## src/rtl/fifo_read.sv

```systemverilog
// rtl/fifo_read.sv - reads one framed packet from a FIFO and checks its content
//
// Ports:
//   clk        system clock, rising edge
//   rst        asynchronous active-low reset
//   fifo_rxd   FIFO read data, valid one cycle after fifo_rxen
//   fifo_empty FIFO empty flag
//   fifo_rxen  FIFO read enable, one byte per high cycle
//   fs         frame start (level, held until fd)
//   fd         frame done (level, high in LAST)
//   data_len   packet length in bytes including the 4-byte header
//   part       part number from header bytes 2 (MSB) and 3 (LSB)
//   err        sticky content-mismatch flag, cleared at frame start
//   so         one-hot state code
module fifo_read (
  input  logic        clk,
  input  logic        rst,
  input  logic [7:0]  fifo_rxd,
  input  logic        fifo_empty,
  output logic        fifo_rxen,
  input  logic        fs,
  output logic        fd,
  input  logic [11:0] data_len,
  output logic [15:0] part,
  output logic        err,
  output logic [7:0]  so
);

  typedef enum logic [7:0] {
    IDLE  = 8'h01,
    PREP  = 8'h02,
    WORK  = 8'h04,
    DRAIN = 8'h08,
    LAST  = 8'h10
  } state_t;

  state_t      state;
  state_t      state_nx;
  logic [11:0] len_r;
  logic [11:0] rd_num;
  logic [11:0] chk_num;
  logic        vld;
  logic        chk_en;
  logic        cmp_en;
  logic [7:0]  exp_byte;
  logic        mismatch;

  always_ff @(posedge clk or negedge rst) begin
    if (!rst) state <= IDLE;
    else      state <= state_nx;
  end

  always_comb begin
    state_nx  = state;
    fifo_rxen = 1'b0;
    case (state)
      IDLE: begin
        if (fs) state_nx = PREP;
      end
      PREP: begin
        if (!fs)                 state_nx = IDLE;
        else if (data_len == '0) state_nx = LAST;
        else                     state_nx = WORK;
      end
      WORK: begin
        fifo_rxen = !fifo_empty && (rd_num < len_r);
        if (!fs)
          state_nx = IDLE;
        else if (fifo_rxen && (rd_num == len_r - 12'd1))
          state_nx = DRAIN;
      end
      DRAIN: begin
        state_nx = fs ? LAST : IDLE;
      end
      LAST: begin
        if (!fs) state_nx = IDLE;
      end
      default: state_nx = IDLE;
    endcase
  end

  assign fd = (state == LAST);
  assign so = state;

  // Bytes landing while the frame is being abandoned (fs low, or already back
  // in IDLE) are dropped without touching err, part or chk_num.
  assign chk_en = vld && fs && ((state == WORK) || (state == DRAIN));

  // Header bytes 2/3 carry the part number and are captured, not compared;
  // payload bytes carry their own index, only the first 128 are checked.
  always_comb begin
    exp_byte = chk_num[7:0];
    cmp_en   = 1'b0;
    if (chk_num == 12'd0) begin
      exp_byte = 8'h55;
      cmp_en   = 1'b1;
    end else if (chk_num == 12'd1) begin
      exp_byte = 8'hAA;
      cmp_en   = 1'b1;
    end else if ((chk_num >= 12'd4) && (chk_num < 12'd128)) begin
      cmp_en   = 1'b1;
    end
  end

  assign mismatch = cmp_en && (fifo_rxd != exp_byte);

  always_ff @(posedge clk or negedge rst) begin
    if (!rst) begin
      len_r   <= '0;
      rd_num  <= '0;
      chk_num <= '0;
      part    <= '0;
      err     <= 1'b0;
      vld     <= 1'b0;
    end else begin
      vld <= fifo_rxen;
      if ((state == PREP) && fs) begin
        len_r   <= data_len;
        rd_num  <= '0;
        chk_num <= '0;
        part    <= '0;
        err     <= 1'b0;
      end else begin
        if (fifo_rxen) rd_num <= rd_num + 12'd1;
        if (chk_en) begin
          chk_num <= chk_num + 12'd1;
          if (chk_num == 12'd2) part[15:8] <= fifo_rxd;
          if (chk_num == 12'd3) part[7:0]  <= fifo_rxd;
          if (mismatch)         err        <= 1'b1;
        end
      end
    end
  end

endmodule

```

## config.mk

```make
export PLATFORM = sky130hd
export DESIGN_NAME = fifo_read
export DESIGN_NICKNAME = d
export VERILOG_FILES = /design/src/rtl/fifo_read.sv
export SDC_FILE = /design/constraint.sdc
export NUM_CORES = 1
export LEC_CHECK = 0
export BUFFER_PORTS_ARGS = -buffer_cell sky130_fd_sc_hd__clkbuf_2
export CAP_MARGIN = 40
export CORE_AREA = 2 2 108 110
export CTS_CLUSTER_SIZE = 12
export DETAILED_ROUTE_END_ITERATION = 10
export DIE_AREA = 0 0 110 112
export MAX_ROUTING_LAYER = met4
export PLACE_DENSITY = 0.56
export SLEW_MARGIN = 20
export SYNTH_ARGS = -nofsm -noshare
export SYNTH_HDL_FRONTEND = slang
export SYNTH_SLANG_ARGS = --single-unit
```

## constraint.sdc

```tcl
create_clock -name clk -period 5.7 [get_ports clk]
set_input_delay 1.14 -clock clk [delete_from_list [all_inputs] [get_ports clk]]
set_output_delay 1.14 -clock clk [all_outputs]
set_load 0.1 [all_outputs]
```

[Word-level counts from Yosys, hierarchy flattened]
Cells that the tools add are included.
Storage, ports and cells
  register bits: 62
  bits in latches: 0
  bits in writable memories: 0
  memory bits (read-only): 0
  output and inout bits: 27
  logic and storage cells: 72
  memories kept: 0
Cells by class
  add/sub/neg operators: 3
  multiply operators: 0
  divide/modulo/power cells: 0
  $lt $le $gt $ge: 3
  equality and inequality tests: 13
  shifts and indexed selects: 0
  mux-type cells: 25
  bitwise logic cells: 0
  reduce and logical (&&, ||, !) cells: 20
Operators by type and width (number)
  $mux W8: 8
  $mux W12: 4
  $pmux W8 S5: 1
  $mux W16: 2
  $add A12 B1 Y12 const B: 2
  $eq A12 B2 Y1 const B: 2
  $logic_not A12 Y1: 2
  $mux W5: 3
  $eq A12 B1 Y1 const B: 1
  $eq A12 B12 Y1: 1
  $ge A12 B3 Y1 const B: 1
  $lt A12 B12 Y1: 1
  $lt A12 B8 Y1 const B: 1
  $sub A12 B1 Y12 const B: 1
  $reduce_bool A2 Y1: 5
  $eq A8 B1 Y1 const B: 1
  $eq A8 B2 Y1 const B: 1
  $eq A8 B3 Y1 const B: 1
  $eq A8 B4 Y1 const B: 1
  $eq A8 B5 Y1 const B: 1
  $ne A8 B8 Y1: 1
  $logic_and A1 B1 Y1: 7
  $mux W1: 7
  $reduce_and A2 Y1: 3
  other kinds (5): 6

[Logic depth before layout (Yosys ltp)]
  word-level depth: 9
  depth in mapped cells: 10
  depth with buffers taken out: 8

[Worst setup path before layout]
No wires, ideal clock.
  path kind: register -> output
  from: register state[4] (netlist: so[4])
  to: output port fd
  arrival time: 4.183 ns
  required time: 4.560 ns
  setup slack: 0.377 ns
  stages on the path, launching flop included: 3
  buffers on the path: 0
  path through: dfrtp_1 > inv_1 > nor4_1
Between the ends
  cells in the longest elaborated chain, start to end: 1
RTL lines
  from (decl): RTL line 37  | state_t state;
  from (signal assigned): RTL line 50  | else state <= state_nx;
  $eq A8 B5 Y1: RTL line 82  | assign fd = (state == LAST);
  to (decl): RTL line 22  | output logic fd,
No other way between the ends.

[Worst setup path after layout]
  from: register len_r[9]
  to: output port fifo_rxen
Between the ends
  cells in the longest elaborated chain, start to end: 3
RTL lines
  from (decl): RTL line 39  | logic [11:0] len_r;
  from (signal assigned): RTL line 118  | len_r <= data_len;
  $lt A12 B12 Y1: RTL line 66  | fifo_rxen = !fifo_empty && (rd_num < len_r);
  $logic_and A1 B1 Y1: RTL line 66
  $mux W1: RTL line 56  | case (state)
  to (decl): RTL line 20  | output logic fifo_rxen,
No other way between the ends.

==> key figures <==
Outcome
  – Status: finished clean

Flow run
  – Max-cap viol count: 0

Floorplanning
  – I/O pin cnt: 51
  – Core area: around 0.011 mm2
  – Initial Utilization: about a third
  – DIE AREA: 0.0123 mm2
  – Die width: about 110 um
  – Row count: 39
  – Chip Height: about 110 um

Clock tree
  – Worst-skew pair later-pin latency: roughly 330 ps
  – Post-CTS setup buffers: 0
  – Htree depth: 3
  – Root Buffer: clkbuf_16
  – Inserted Clock Buffers: 9
  – CTS Sinks: a little under 60
  – Reg clk slew, reported paths: around 50 ps
  – PostCTS Resize Cnt: 0
  – TritonCTS clock tree: built
  – Hold-fix buffers at CTS: 0
  – CTS max path bufs: 2

Routing
  – Routed WL per cell: roughly 15 um
  – Iter 0 DRT Violations: 130
  – ANT nets after route: 0
  – Routed WL: between 9000 and 10000 um
  – Post-DR vias/cell: a little over 5
  – First drt pass iteration count: 4
  – Drt drc: 0
  – Vias: 3254

Finish
  – # nets final: between 500 and 600
  – Fin cells: about 630
  – Fillcell total: between 1000 and 1500
  – Synthesis-to-finish area growth: 17.4%
  – # diodes: 0
  – Fraction of layout cells with a size suffix above 1: between 15 and 20%
  – Commonest cells after routing, fill and taps aside: dfrtp_1, nand2_1, clkbuf_2, a21oi_1, nor2_1
  – Commonest non-fill, non-tap cell in the layout: dfrtp_1
  – Util after Layout: between 40% and 50%
  – Design Area, Final: 0.00448 mm2

Critical path
  – R2R Path Start: len_r[9]
  – Worst EP required: 4560 ps
  – Data arrival, critical path: roughly 2500 ps
  – Worst setup EP type: output pin
  – CP startpoint: len_r[9]
  – Startpoint Class: flip-flop
  – CP Class: reg -> out
  – Crit Path Max Fanout: 8

Power and ir drop
  – NetSw: between 500 and 600 uW
  – Leakage power: roughly 0.002 uW
  – Combinational group share of total power: a little over a quarter
  – Cell Pwr Density: 337 mW/mm2
  – VDD IR max: around 0.00020 V
  – Pint: between 900 and 1000 uW
  – Sw Ratio: approximately a third
  – Sequential share of power: about 37%
  – Clk pwr share: between 30% and 40%

Logic synthesis
  – Warning count from the yosys run: 0
  – Number of flops mapped to enable cells by yosys: 0
  – Library cells used by synthesis: 58
  – Most used flip-flop cell after synthesis: dfrtp_1
  – Post-synthesis cell area: 0.00381 mm2
  – Fraction of registers with async set/reset: 100%
  – Seq cells post-synth: a little under 60
  – Cells after synthesis: roughly 440
  – Seq/Total Area, Yosys: around 39%
  – Syn Area/Cell: 8.72 um2

Place
  – Port bufs: 47
  – GP Congestion: between 0.9 and 1
  – Placed cell area: 0.00414 mm2
  – Dpl hpwl: ~7200 um
  – Inst Count DP: about 610

STA
  – Fin Hold WS: between 500 and 600 ps
  – RSZ-0062 raised after global routing: no
  – Final Hold Fails: 0
  – Worst Skew: 5.25 ps
  – Max Clock Freq: 274 MHz
  – Max-Slew Margin vs Limit: a little under half
  – Pins Over Slew Limit: 0
  – Crit share post-route: between 60 and 70%
  – Setup-failing EPs final: 0
  – Min Tclk post-route: around 3600 ps
  – Worst Tran Pin Value: approximately 800 ps
  – Setup TNS: 0 ps

Global route
  – Total grt overflow: 0
  – Total GRT Usage: between 10% and 20%
  – Initial antenna violation count: 0
  – Number of global-route vias before repair: ~3200
  – Largest net degree at the start of global routing: 60
  – Global-route wire length before repair: 16100 um

Worst hold path
  – Hold Crit Class: reg -> reg
  – Worst hold start: part[10]
power groups by stage:
| stage | registers [uW] | clock network (uW) | logic [uW] |
|---|---|---|---|
| 3_3_place_gp | 558 | 0 | 387 |
| 5_1_grt | 564 | 590 | 452 |
| 6_report | 553 | 556 | 402 |
| 2_1_floorplan | 539 | 0 | 312 |
| 3_5_place_dp | 558 | 0 | 394 |
| 4_1_cts | 552 | 569 | 400 |
area by class of cell:
| class | instances | area [um2] | area share, % |
|---|---|---|---|
| multi-input cells | 333 | 2130 | 47.7 |
| flip-flops and latches | 59 | 1480 | 33.0 |
| repair buffers | 52 | 293 | 6.54 |
| clock buffers | 12 | 256 | 5.73 |
| well taps | 143 | 179 | 4.00 |
| inverters | 23 | 86.3 | 1.93 |
| clock inverters | 4 | 50.0 | 1.12 |
sequential cells by signal (all words and copies together), names as in the netlist:
register and flops:
part 16, len_r 12, chk_num 12, rd_num 12, err 1, vld 1, so 5
cells in the mapped netlist (3+ instances only):
master    count  area share, %
or4_4         3           0.89
or3_1        11            1.8
or4_1         4           0.79
a21oi_1      35            4.6
a31oi_1       3           0.49
buf_4         4           0.79
nand4_1       7            1.1
dfrtp_1      58             38
mux2i_1       9            2.4
ha_1         18            5.9
inv_1        23            2.3
and3_1        9            1.5
buf_2         4           0.53
nand3_1      10            1.3
o211ai_1      3           0.59
nor4_1        8            1.3
nor3_1       10            1.3
clkbuf_1     13            1.3
nor2_1       34            3.3
xnor2_1      20            4.6
nor3b_1       3           0.59
o21ai_0      29            3.8
nand2_1      56            5.5
nor4b_1       3           0.69
nor2b_1       5           0.82
nand2b_1      4           0.66
xor2_1       11            2.5
cells by family after synthesis:
family / Yosys count / share of synthesized area, %
flip-flops: 59 / 38.8
buffers and inverters: 47 / 5.58
XOR/XNOR: 31 / 7.12
AO/OA/AOI/OAI: 91 / 14.3
AND/OR/NAND/NOR: 181 / 25.8
other: 1 / 0.0984
multiplexers: 9 / 2.36
adder cells (fa/ha/maj): 18 / 5.91
metrics by stage:
step / total power (uW) / setup WS [ps]
final: 1510 / 2050
after global routing: 1610 / 1900
after CTS: 1520 / 2010
after detailed placement: 952 / 2110
after global placement: 945 / 2140
after floorplan: 850 / 377
metal layers:
layer | GRT usage, % | wire, um
met1 | 21.7 | 4370
met2 | 27.2 | 4730
met3 | 5.04 | 426
met4 | 5.40 | 163
met5 | - | 0
worst max-delay path, stage by stage (launching register included):
cell and delay [ps]:
dfrtp_1 470, inv_1 90, ha_1 320, a21oi_1 170, o211ai_1 160, and2b_1 290, nand3_1 110, inv_1 110
clkbuf_2 460
final timing paths:
path	end	cells past startpoint	slack [ps]
min in group asynchronous	part[6]	2	750
min	part[10]	2	520
max	fifo_rxen	8	2050
max in group asynchronous	so[0]	3	4410
min reg2reg	part[10]	2	520
max reg2reg	rd_num[9]	8	3020
No activity file was read; power rests on OpenSTA's default activity.
